[src/rtl/fall_manager.sv]
// Falling-item game core: spawns items into free slots, moves them on fall ticks, and scores catches/misses.
// Optional macro FALL_SPEEDUP_EN: fall step grows with score (FALL_STEP + score/16, capped at 2*FALL_STEP).
module fall_manager #(
  parameter int N_ITEMS   = 4,
  parameter int SCREEN_H  = 480,
  parameter int ITEM_W    = 16,
  parameter int STACK_W   = 64,
  parameter int CATCH_Y   = 440,
  parameter int FALL_STEP = 4,
  parameter int SPAWN_GAP = 8,
  parameter int SCORE_W   = 8,
  parameter int MAX_MISS  = 3
) (
  input  logic                   clk,
  input  logic                   rst,
  input  logic                   fall_tick,
  input  logic                   pause,
  input  logic [9:0]             stack_x,
  output logic [N_ITEMS*10-1:0]  items_x,
  output logic [N_ITEMS*10-1:0]  items_y,
  output logic [N_ITEMS*2-1:0]   items_clr,
  output logic [N_ITEMS-1:0]     items_act,
  output logic [SCORE_W-1:0]     score,
  output logic [1:0]             miss_cnt,
  output logic                   catch_pulse,
  output logic                   miss_pulse,
  output logic                   game_over
);

  localparam int unsigned NI       = N_ITEMS;
  localparam int          SPW      = (SPAWN_GAP > 1) ? $clog2(SPAWN_GAP) : 1;
  localparam logic [1:0]  MISS_SAT = 2'(MAX_MISS);
  localparam logic [10:0] CATCH_LN = 11'(CATCH_Y);
  localparam logic [10:0] MISS_LN  = 11'(SCREEN_H - ITEM_W);

  logic [15:0]        lfsr_q, lfsr_d;
  logic [SPW-1:0]     spawn_q, spawn_d;
  logic [NI-1:0]      act_q, act_d;
  logic [9:0]         x_q [NI];
  logic [9:0]         x_d [NI];
  logic [9:0]         y_q [NI];
  logic [9:0]         y_d [NI];
  logic [1:0]         clr_q [NI];
  logic [1:0]         clr_d [NI];
  logic [SCORE_W-1:0] score_q, score_d;
  logic [1:0]         miss_q, miss_d;
  logic               catch_q, catch_d;
  logic               missp_q, missp_d;
  logic               go_q, go_d;

  logic               tick;
  logic [9:0]         step;

  assign tick = fall_tick & ~pause & ~go_q;

`ifdef FALL_SPEEDUP_EN
  logic [SCORE_W+10:0] step_raw;
  always_comb begin
    step_raw = (SCORE_W+11)'(score_q >> 4) + (SCORE_W+11)'(FALL_STEP);
    if (step_raw > (SCORE_W+11)'(2*FALL_STEP)) begin
      step = 10'(2*FALL_STEP);
    end else begin
      step = step_raw[9:0];
    end
  end
`else
  assign step = 10'(FALL_STEP);
`endif

  logic [7:0]          n_catch;
  logic [7:0]          n_miss;
  logic                spawn_done;
  logic [10:0]         old_y;
  logic [10:0]         new_y;
  logic [10:0]         x_right;
  logic [10:0]         stack_right;
  logic [SCORE_W:0]    score_sum;
  logic [8:0]          miss_sum;

  always_comb begin
    lfsr_d      = lfsr_q;
    spawn_d     = spawn_q;
    act_d       = act_q;
    x_d         = x_q;
    y_d         = y_q;
    clr_d       = clr_q;
    score_d     = score_q;
    miss_d      = miss_q;
    catch_d     = 1'b0;
    missp_d     = 1'b0;
    go_d        = go_q | (miss_q == MISS_SAT);
    n_catch     = '0;
    n_miss      = '0;
    spawn_done  = 1'b0;
    old_y       = '0;
    new_y       = '0;
    x_right     = '0;
    stack_right = {1'b0, stack_x} + 11'(STACK_W);
    score_sum   = '0;
    miss_sum    = '0;

    if (!pause && !go_q) begin
      lfsr_d = {lfsr_q[0] ^ lfsr_q[2] ^ lfsr_q[3] ^ lfsr_q[5], lfsr_q[15:1]};
    end

    if (tick) begin
      // Move and resolve only slots active before this tick; spawns below target inactive ones.
      for (int unsigned i = 0; i < NI; i++) begin
        if (act_q[i]) begin
          old_y   = {1'b0, y_q[i]};
          new_y   = old_y + {1'b0, step};
          x_right = {1'b0, x_q[i]} + 11'(ITEM_W);
          y_d[i]  = new_y[9:0];
          if (old_y < CATCH_LN && new_y >= CATCH_LN &&
              x_right > {1'b0, stack_x} && {1'b0, x_q[i]} < stack_right) begin
            act_d[i] = 1'b0;
            n_catch  = n_catch + 8'd1;
          end else if (new_y >= MISS_LN) begin
            act_d[i] = 1'b0;
            n_miss   = n_miss + 8'd1;
          end
        end
      end

      if (spawn_q == '0) begin
        spawn_d = SPW'(SPAWN_GAP - 1);
        for (int unsigned i = 0; i < NI; i++) begin
          if (!act_q[i] && !spawn_done) begin
            spawn_done = 1'b1;
            act_d[i]   = 1'b1;
            y_d[i]     = '0;
            x_d[i]     = 10'd64 + {1'b0, lfsr_q[8:0]};
            clr_d[i]   = lfsr_q[11:10];
          end
        end
      end else begin
        spawn_d = spawn_q - SPW'(1);
      end

      score_sum = {1'b0, score_q} + (SCORE_W+1)'(n_catch);
      score_d   = score_sum[SCORE_W] ? '1 : score_sum[SCORE_W-1:0];
      miss_sum  = {7'd0, miss_q} + {1'b0, n_miss};
      miss_d    = (miss_sum >= 9'(MAX_MISS)) ? MISS_SAT : miss_sum[1:0];
      catch_d   = (n_catch != '0);
      missp_d   = (n_miss != '0);
    end
  end

  always_ff @(posedge clk or negedge rst) begin
    if (!rst) begin
      lfsr_q  <= 16'hACE1;
      spawn_q <= '0;
      act_q   <= '0;
      x_q     <= '{default: '0};
      y_q     <= '{default: '0};
      clr_q   <= '{default: '0};
      score_q <= '0;
      miss_q  <= '0;
      catch_q <= 1'b0;
      missp_q <= 1'b0;
      go_q    <= 1'b0;
    end else begin
      lfsr_q  <= lfsr_d;
      spawn_q <= spawn_d;
      act_q   <= act_d;
      x_q     <= x_d;
      y_q     <= y_d;
      clr_q   <= clr_d;
      score_q <= score_d;
      miss_q  <= miss_d;
      catch_q <= catch_d;
      missp_q <= missp_d;
      go_q    <= go_d;
    end
  end

  for (genvar g = 0; g < N_ITEMS; g++) begin : g_out
    assign items_x[10*g +: 10]  = x_q[g];
    assign items_y[10*g +: 10]  = y_q[g];
    assign items_clr[2*g +: 2]  = clr_q[g];
  end

  assign items_act   = act_q;
  assign score       = score_q;
  assign miss_cnt    = miss_q;
  assign catch_pulse = catch_q;
  assign miss_pulse  = missp_q;
  assign game_over   = go_q;

endmodule

[config.mk]
export PLATFORM = sky130hd
export DESIGN_NAME = fall_manager
export DESIGN_NICKNAME = d
export VERILOG_FILES = /design/src/rtl/fall_manager.sv
export SDC_FILE = /design/constraint.sdc
export NUM_CORES = 1
export LEC_CHECK = 0
export BUFFER_PORTS_ARGS = -buffer_cell sky130_fd_sc_hd__clkbuf_2
export CAP_MARGIN = 20
export CORE_MARGIN = 8
export CORE_UTILIZATION = 35
export CTS_CLUSTER_SIZE = 25
export DETAILED_ROUTE_END_ITERATION = 7
export PLACE_DENSITY = 0.58
export SYNTH_ARGS = -nofsm -noshare
export SYNTH_HDL_FRONTEND = slang
export SYNTH_SLANG_ARGS = --single-unit
[constraint.sdc]
create_clock -name clk -period 13.5 [get_ports clk]
set_clock_uncertainty 0.05 [all_clocks]
set_input_delay 2.7 -clock clk [delete_from_list [all_inputs] [get_ports clk]]
set_output_delay 2.7 -clock clk [all_outputs]
set_load 0.005 [all_outputs]
### Yosys cells after proc, flatten, opt, wreduce, memory -nomap -nowiden

Cells that the tools add are included.

* input port bits: 14
* bits in registers: 124
* logic and storage cells: 169

* $add $sub $neg: 19
* equality and inequality tests: 1
* magnitude comparators: 21
* muxes and demuxes: 68
* bitwise logic cells: 9
* reductions and logical operators: 31

Operators by type and width (count)
* two-way mux 8 bit: 24
* greater-or-equal comparator 11 x 9 -> 1 bit (second input constant): 8
* two-way mux 10 bit: 8
* adder 8 x 1 -> 8 bit (second input constant): 6
* adder 10 x 3 -> 11 bit (second input constant): 4
* adder 10 x 5 -> 11 bit (second input constant): 4
* > comparator 11 x 10 -> 1 bit: 4
* < comparator 10 x 11 -> 1 bit: 4
* < comparator 10 x 9 -> 1 bit (second input constant): 4
* two-way mux 40 bit: 1
* two-way mux 1 bit: 32
* logical AND 1 bit: 16
* nonzero test 8 bit: 2
* AND reduction 3 bit: 4
* adder 10 x 7 -> 11 bit (second input constant): 1
* adder 7 x 9 -> 10 bit (first input constant): 1
* adder 2 x 8 -> 9 bit: 1
* adder 8 x 8 -> 9 bit: 1
* greater-or-equal comparator 9 x 2 -> 1 bit (second input constant): 1
* logical NOT 1 bit: 8
* two-way mux 4 bit: 1
* logical NOT 3 bit: 1
* two-way mux 3 bit: 1
* inverter 1 bit: 3
* other kinds (6): 9

### Depth between registers and ports, before layout

Gate-level depths: netlist of run 1.

* word-level depth: 26
* depth in mapped cells: 25
* gate-level depth less buffers: 25

### Worst setup path after synthesis of run 1

No wires, ideal clock.

* kind: input to register
* start point: in stack_x[6]
* end point: reg miss_q[0] (netlist: miss_cnt[0])
* setup time: 0.140 ns
* stages on the path: 22
* buffers on the path: 0
* slack: 5.896 ns
* data required time: 13.310 ns
* arrival time: 7.414 ns
* cell sequence: ha_1 xnor2_1 ha_1 a211o_1 a21oi_1 a31o_2 o2111a_2 nor2_2 ha_1 and3_2 a21oi_4 inv_1 ha_1 mux2_2 ha_1 mux2i_2 inv_1 ha_1 a2111oi_0 a31oi_1 a2111oi_0 a211oi_1

* cells in the longest elaborated chain, start to end: 24
* elaborated cells on any way between the ends: 38
* classes of those cells: add/sub: 5; order compare: 9; mux: 16; reduce/logical: 8

Ends and longest elaborated chain
* start, declared: line 18 `input logic [9:0] stack_x,`
* adder 10 x 7 -> 11 bit or > comparator 11 x 10 -> 1 bit (tied branches): line 98, 115
* < comparator 10 x 11 -> 1 bit or logical AND 1 bit (tied branches): line 115, 114
* logical AND 1 bit: line 115 `x_right > {1'b0, stack_x} && {1'b0, x_q[i]} < stack_right) begin`
* two-way mux 1 bit: line 114 `if (old_y < CATCH_LN && new_y >= CATCH_LN &&`
* two-way mux 1 bit: line 109 `if (act_q[i]) begin`
* two-way mux 8 bit: line 106 `if (tick) begin`
* adder 8 x 1 -> 8 bit: line 120 `n_miss = n_miss + 8'd1;`
* two-way mux 8 bit: line 118 `end else if (new_y >= MISS_LN) begin`
* [8 not listed]
* adder 8 x 1 -> 8 bit: line 120
* two-way mux 8 bit: line 118
* two-way mux 8 bit: line 114
* two-way mux 8 bit *: line 109
* two-way mux 8 bit *: line 106
* adder 2 x 8 -> 9 bit *: line 142 `miss_sum = {7'd0, miss_q} + {1'b0, n_miss};`
* greater-or-equal comparator 9 x 2 -> 1 bit: line 143 `miss_d = (miss_sum >= 9'(MAX_MISS)) ? MISS_SAT : miss_sum[1:0];`
* two-way mux 2 bit *: line 143
* end signal, assigned: line 170 `miss_q <= miss_d;`
* end, declared: line 46 `logic [1:0] miss_q, miss_d;`

Mark *: on every way between the ends. The rest lies on a longest branch, timed or not. The select of a mux whose other input is x is not followed.
A chain may end at the register's enable or synchronous reset.

### Worst setup path after layout of run 1

Same ends and word-level chain as after synthesis.

==> impl_metrics.toml, run 1 <==
[floorplanning]
die-area_um2 = 29100
start_util_pct = 35.6
core_um2 = 23500
boundaryPins = 119
rows = 56
die_w_um = 171
fp.dieH_um = 171

[synth]
ys_warn_count = 0
netlist-cell-type-count = 81
synth_seq_cells = 116
yosysTopAreaCellShare_pct = 32.3
synthSimpleGateAreaFrac_pct = 19.8
synth_cells = 910
synth_compound_area_share_pct = 14.9
synth_ff_type = "dfrtp_1"
synthArstFlopShare_pct = 100
synthXorXnorAreaFrac_pct = 4.99
synth_common_cells = "nand2_1 (116), dfrtp_1 (108), ha_1 (93), nor2_1 (56)"
synth_area_um2 = 8360
synth-adder-area-share_pct = 14.5
synthMuxAreaShare_pct = 6.11
synth_area_per_cell_um2 = 9.18
synth-edff-count = 0
synthTopCellsByArea = "dfrtp_1 (32%), ha_1 (14%), nand2_1 (5.2%), mux2_2 (5.0%), xnor2_1 (2.9%)"
yosys.area.top_type = "dfrtp_1"
yosysMostFrequentCell = "nand2_1"
seq_area_frac_synth_pct = 34.9
synth_top_family_by_area = "simple AND/OR/NAND/NOR gates"

[place]
gp_congestion = 0.874
hpwl_um = 17600
port_buffers = 110
dp_cells = 1308

[finish]
drive_gt1_share_pct = 21.3
final_nets = 1117
fin_cells = 1340
fin_util_pct = 41.5
areaGrowthSynthToFinish_pct = 16.6
antenna_cells = 0

[global_routing]
grt_max_degree = 65
grt_pass1_wl_um = 37900
first_global_vias = 6686
overflow = 0
antenna_found_initial = 0
grt_usage_pct = 16.7

[routing]
firstDrtPassIters = 5
ant_nets = 0
routed_wl_um = 23500
viasPerCell = 5.19
initialDrtViolationCount = 466
wl_per_cell_um = 17.5
post-route-drc-count = 0
via_count = 6960

[clock_tree]
cts_root_buf = "clkbuf_16"
clk_latency_ps = 430
cts_tree = "done"
post-cts-setup-buffers = 0
cts_sinks = 116
clkTransAtPathRegs_ps = 60
cts_buffers = 17
cts_resized = 0
htree_levels = 4
postCtsHoldBufs = 0
clock_path_buffers = 2

[pwr]
p_leak_nw = 4.76
powerDensity_nw_per_um2 = 104
p_total_mw = 1.02
ir_worst_vdd_mv = 0.0721

[timing]
finalSetupViolations = 0
hold_viol_final = 0
fin_setup_tns_ps = 0
slew_violations = 0
slew_headroom_pct = 29.2
fmax_mhz = 126
fin_crit_sh_pct = 59.0
rsz0062_at_grt = "no"
worst_slew_pin_slew_ps = 1060
timing.hold.ws_ps = 431
period_needed_ps = 7960

[worst_setup_path]
cp_max_fo = 7
critPathLaunchType = "primary input"
required_ps = 13730
critPathKind = "primary input to flip-flop"
end_kind = "flip-flop"
arrival_ps = 8190

[job]
drv_cap = 0

[worst_hold_path]
hold_path.class = "flip-flop to flip-flop"

[status]
status = "finished, final reports clean"
per-layer routing:
layer | vias to the layer above | wire length [µm] | GRT usage, %
li1 | 3453 | - | -
met1 | 3297 | 11500 | 23.3
met2 | 182 | 10300 | 25.2
met3 | 28 | 1180 | 3.41
met4 | 0 | 481 | 5.80
met5 | - | 0 | 0
metrics by stage:
step	setup slack (ps)	cell area, µm²
floorplan	5900	8380
CTS	5620	9750
detailed placement	5190	9140
global placement	5310	9140
global route	5110	9750
finish	5540	9750
path summary, 6_finish.rpt:
kind / slack, ps / end / start / depth (start not counted)
max in group asynchronous: 9800 / items_x[9]$_DFFE_PN0P_ / rst / 2
setup / recovery: 5540 / miss_cnt[0]$_DFFE_PN0P_ / stack_x[6] / 23
min in group asynchronous: 2270 / items_y[23]$_DFFE_PN0P_ / rst / 1
hold / removal: 430 / items_clr[3]$_DFFE_PN0P_ / items_clr[3]$_DFFE_PN0P_ / 2
setup reg to reg: 7530 / miss_cnt[0]$_DFFE_PN0P_ / items_x[4]$_DFFE_PN0P_ / 23
hold reg to reg: 430 / items_clr[3]$_DFFE_PN0P_ / items_clr[3]$_DFFE_PN0P_ / 2
worst max-delay path, cell delays in order:
cell       delay, ps
clkbuf_2         160
ha_1             280
xnor2_1          400
ha_1             340
a211o_1          260
a21oi_1          110
a31o_2           160
o2111a_2         210
nor2_2            80
ha_1             260
and3_2           240
a21oi_4          170
inv_1             60
ha_1             300
mux2_2           290
ha_1             280
mux2i_2          240
inv_1             80
ha_1             280
a2111oi_0        560
a31oi_1          190
a2111oi_0        440
a211oi_1          90
logic make-up (layout without fill, tap and decap cells):
group,count (synthesis),in the layout
buffers and inverters,85,189
and+or+nand+nor,335,335
AOI/OAI and AO/OA,185,185
other,1,8
adders and majority gates,96,96
DFF,116,116
xor gates and xnor gates,46,46
muxes,46,46
layout make-up:
| cell class | count | area (µm²) |
|---|---|---|
| fillers | 2353 | 13700 |
| clock inverters | 11 | 153 |
| clock buffers | 21 | 460 |
| repair buffers | 114 | 583 |
| flip-flops and latches | 116 | 2910 |
| inverters | 43 | 161 |
| multi-input cells | 716 | 5080 |
| well taps | 319 | 399 |
registers in the layout, indices dropped and copies added (netlist names):
| signal | cells |
|---|---|
| items_y | 32 |
| items_clr | 8 |
| game_over | 1 |
| items_act | 4 |
| miss_cnt | 2 |
| miss_pulse | 1 |
| catch_pulse | 1 |
| spawn_q | 3 |
| score | 8 |
| items_x | 40 |
| lfsr_q | 16 |
power by group:
group          internal [mW]  total [mW]  leakage (nW)  switching, mW
sequential             0.378       0.415          1.50         0.0368
combinational         0.0594       0.131          2.97         0.0714
clock                  0.301       0.470         0.290          0.169
layout by cell type, fill, tap and decap left out, types with 8 or more instances in the layout:
| cell type | synthesis | final |
|---|---|---|
| inv_1 | 43 | 43 |
| clkbuf_2 | 0 | 109 |
| o21ai_0 | 47 | 47 |
| xor2_1 | 17 | 17 |
| a21oi_1 | 43 | 43 |
| clkbuf_16 | 0 | 17 |
| a21o_1 | 12 | 12 |
| ha_1 | 93 | 93 |
| and3_1 | 14 | 14 |
| mux2i_1 | 8 | 8 |
| dfrtp_1 | 108 | 108 |
| nand3_1 | 47 | 47 |
| xnor2_1 | 28 | 28 |
| nor2b_1 | 14 | 14 |
| o31ai_1 | 9 | 9 |
| nand2_1 | 116 | 116 |
| nand2b_1 | 10 | 10 |
| nor2_1 | 56 | 55 |
| conb_1 | 1 | 8 |
| dfstp_2 | 8 | 8 |
| a31oi_1 | 8 | 8 |
| nor3_1 | 18 | 16 |
| mux2_2 | 37 | 37 |
| nand4_1 | 19 | 19 |
(Power assumes the default switching activity.)
==> inputs of run 2 (changes only) <==
- clock period: 13.5 -> 7.95 ns (I/O delays scaled with it)
==> impl_metrics.toml, run 2 (synthesis gave the netlist of run 1 again) <==
[timing]
slew_violations = 0
fmax_mhz = 146
hold_viol_final = 0
slew_headroom_pct = 31.2
rsz0062_at_grt = "no"
worst_slew_pin_slew_ps = 1030
fin_setup_tns_ps = 0
timing.hold.ws_ps = 434
period_needed_ps = 6870
finalSetupViolations = 0
fin_crit_sh_pct = 86.4
fin_ws_ps = 1080

[floorplanning]
fp.dieH_um = 171
boundaryPins = 119
core_um2 = 23500
start_util_pct = 35.6
die-area_um2 = 29100
rows = 56
die_w_um = 171

[worst_setup_path]
required_ps = 8180
end_kind = "flip-flop"
critPathKind = "primary input to flip-flop"
r2r_cells = 23
arrival_ps = 7100
crit_chain = "clkbuf_2 > ha_1 > xnor2_1 > ha_1 > a211o_1 > a21oi_1 > a31o_2 > o2111a_2 > nor2_2 > ha_1 > and3_2 > a21oi_4 > inv_1 > ha_1 > mux2_2 > ha_1 > mux2i_2 > inv_1 > ha_1 > a2111oi_0 > a31oi_1 > a2111oi_0 > a211oi_1"
cpMaxStageDelayCell = "a2111oi_0"
slowest_delay_ps = 600
crit_top_cell = "ha_1"
r2r_end = "miss_cnt[0]$_DFFE_PN0P_"
r2r_setup_slack_ps = 2020
worstReg2RegStart = "items_x[4]$_DFFE_PN0P_"
cp_max_fo = 7
critPathLaunchType = "primary input"

[clock_tree]
cts_sinks = 116
postCtsHoldBufs = 0
clk_latency_ps = 420
post-cts-setup-buffers = 0
cts_resized = 0
cts_buffers = 17
clkTransAtPathRegs_ps = 60
cts_root_buf = "clkbuf_16"
clock_path_buffers = 2
htree_levels = 4
cts_tree = "done"

[global_routing]
grt_pass1_wl_um = 37800
grt_usage_pct = 16.5
overflow = 0
first_global_vias = 6725
antenna_found_initial = 0
grt_max_degree = 65

[pwr]
p_total_mw = 1.68
swShare_pct = 27.7
ir_worst_vdd_mv = 0.110
powerDensity_nw_per_um2 = 174
p_leak_nw = 4.74
power.switching_uw = 467
p_comb_share_pct = 13.2
p_clk_share_pct = 45.0
internal_power_mw = 1.22
p_seq_share_pct = 41.8

[routing]
routed_wl_um = 23600
wl_per_cell_um = 17.6
initialDrtViolationCount = 411
post-route-drc-count = 0
ant_nets = 0
via_count = 6960
viasPerCell = 5.19
firstDrtPassIters = 5

[finish]
antenna_cells = 0
final_nets = 1117
areaGrowthSynthToFinish_pct = 16.2
largest_register_ffs = 40
finalInstanceArea_um2 = 9710
drive_gt1_share_pct = 21.2
fin_util_pct = 41.4
multiInputGateArea_um2 = 5080
regArea_um2 = 2910
layout_common_cells = "nand2_1 (116), clkbuf_2 (109), dfrtp_1 (108), ha_1 (93), nor2_1 (55)"
final_common_cell = "nand2_1"
fin_cells = 1340
fillCellCount = 2350

[place]
gp_congestion = 0.875
hpwl_um = 17500
dp_cells = 1308
dpl_cell_area_um2 = 9140
port_buffers = 110
dp_slack_ps = 712

[worst_hold_path]
hold_depth = 2
hold_path.class = "flip-flop to flip-flop"
worstHoldStart = "items_clr[3]$_DFFE_PN0P_"
min_to = "items_clr[3]$_DFFE_PN0P_"

[status]
status = "finished, final reports clean"

[job]
drv_cap = 0
run 2: critical path, delay by kind of cell:
| family | cells | cell delay (ps) |
|---|---|---|
| compound gates | 9 | 2220 |
| buf+inv | 3 | 300 |
| fa+ha+maj | 6 | 1740 |
| mux | 2 | 520 |
| simple gates | 2 | 330 |
| xor+xnor | 1 | 400 |
run 2: power groups by stage:
stage          Clock [mW]  Combinational [mW]  Sequential [mW]
6_report            0.758               0.223            0.704
5_1_grt             0.796               0.257            0.714
4_1_cts             0.771               0.227            0.706
3_5_place_dp            0               0.225            0.716
3_3_place_gp            0               0.220            0.714
2_1_floorplan           0               0.159            0.691
run 2: cell type report:
class	count	area share [%]
clock inverters	10	1.11
flip-flops and latches	116	30.0
well taps	319	4.11
multi-input cells	716	52.3
clock buffers	22	4.78
inverters	43	1.66
repair buffers	114	6.01
run 2: worst max path at each step:
| stage | depth (start not counted) | start | slack [ps] | endpoint |
|---|---|---|---|---|
| 2_1_floorplan | 22 | stack_x[6] | 1460 | miss_cnt[0]$_DFFE_PN0P_ |
| 3_3_place_gp | 23 | stack_x[6] | 870 | miss_cnt[0]$_DFFE_PN0P_ |
| 6_report | 23 | stack_x[6] | 1080 | miss_cnt[0]$_DFFE_PN0P_ |
| 4_1_cts | 23 | stack_x[6] | 1120 | miss_cnt[0]$_DFFE_PN0P_ |
| 5_1_grt | 23 | stack_x[6] | 620 | miss_cnt[0]$_DFFE_PN0P_ |
| 3_5_place_dp | 23 | stack_x[6] | 710 | miss_cnt[0]$_DFFE_PN0P_ |
run 2: metal layers:
| layer | routed length [µm] | global-route usage (%) |
|---|---|---|
| met5 | 0 | 0 |
| met3 | 1230 | 4.08 |
| met1 | 11400 | 22.7 |
| met2 | 10600 | 25.5 |
| met4 | 306 | 4.46 |
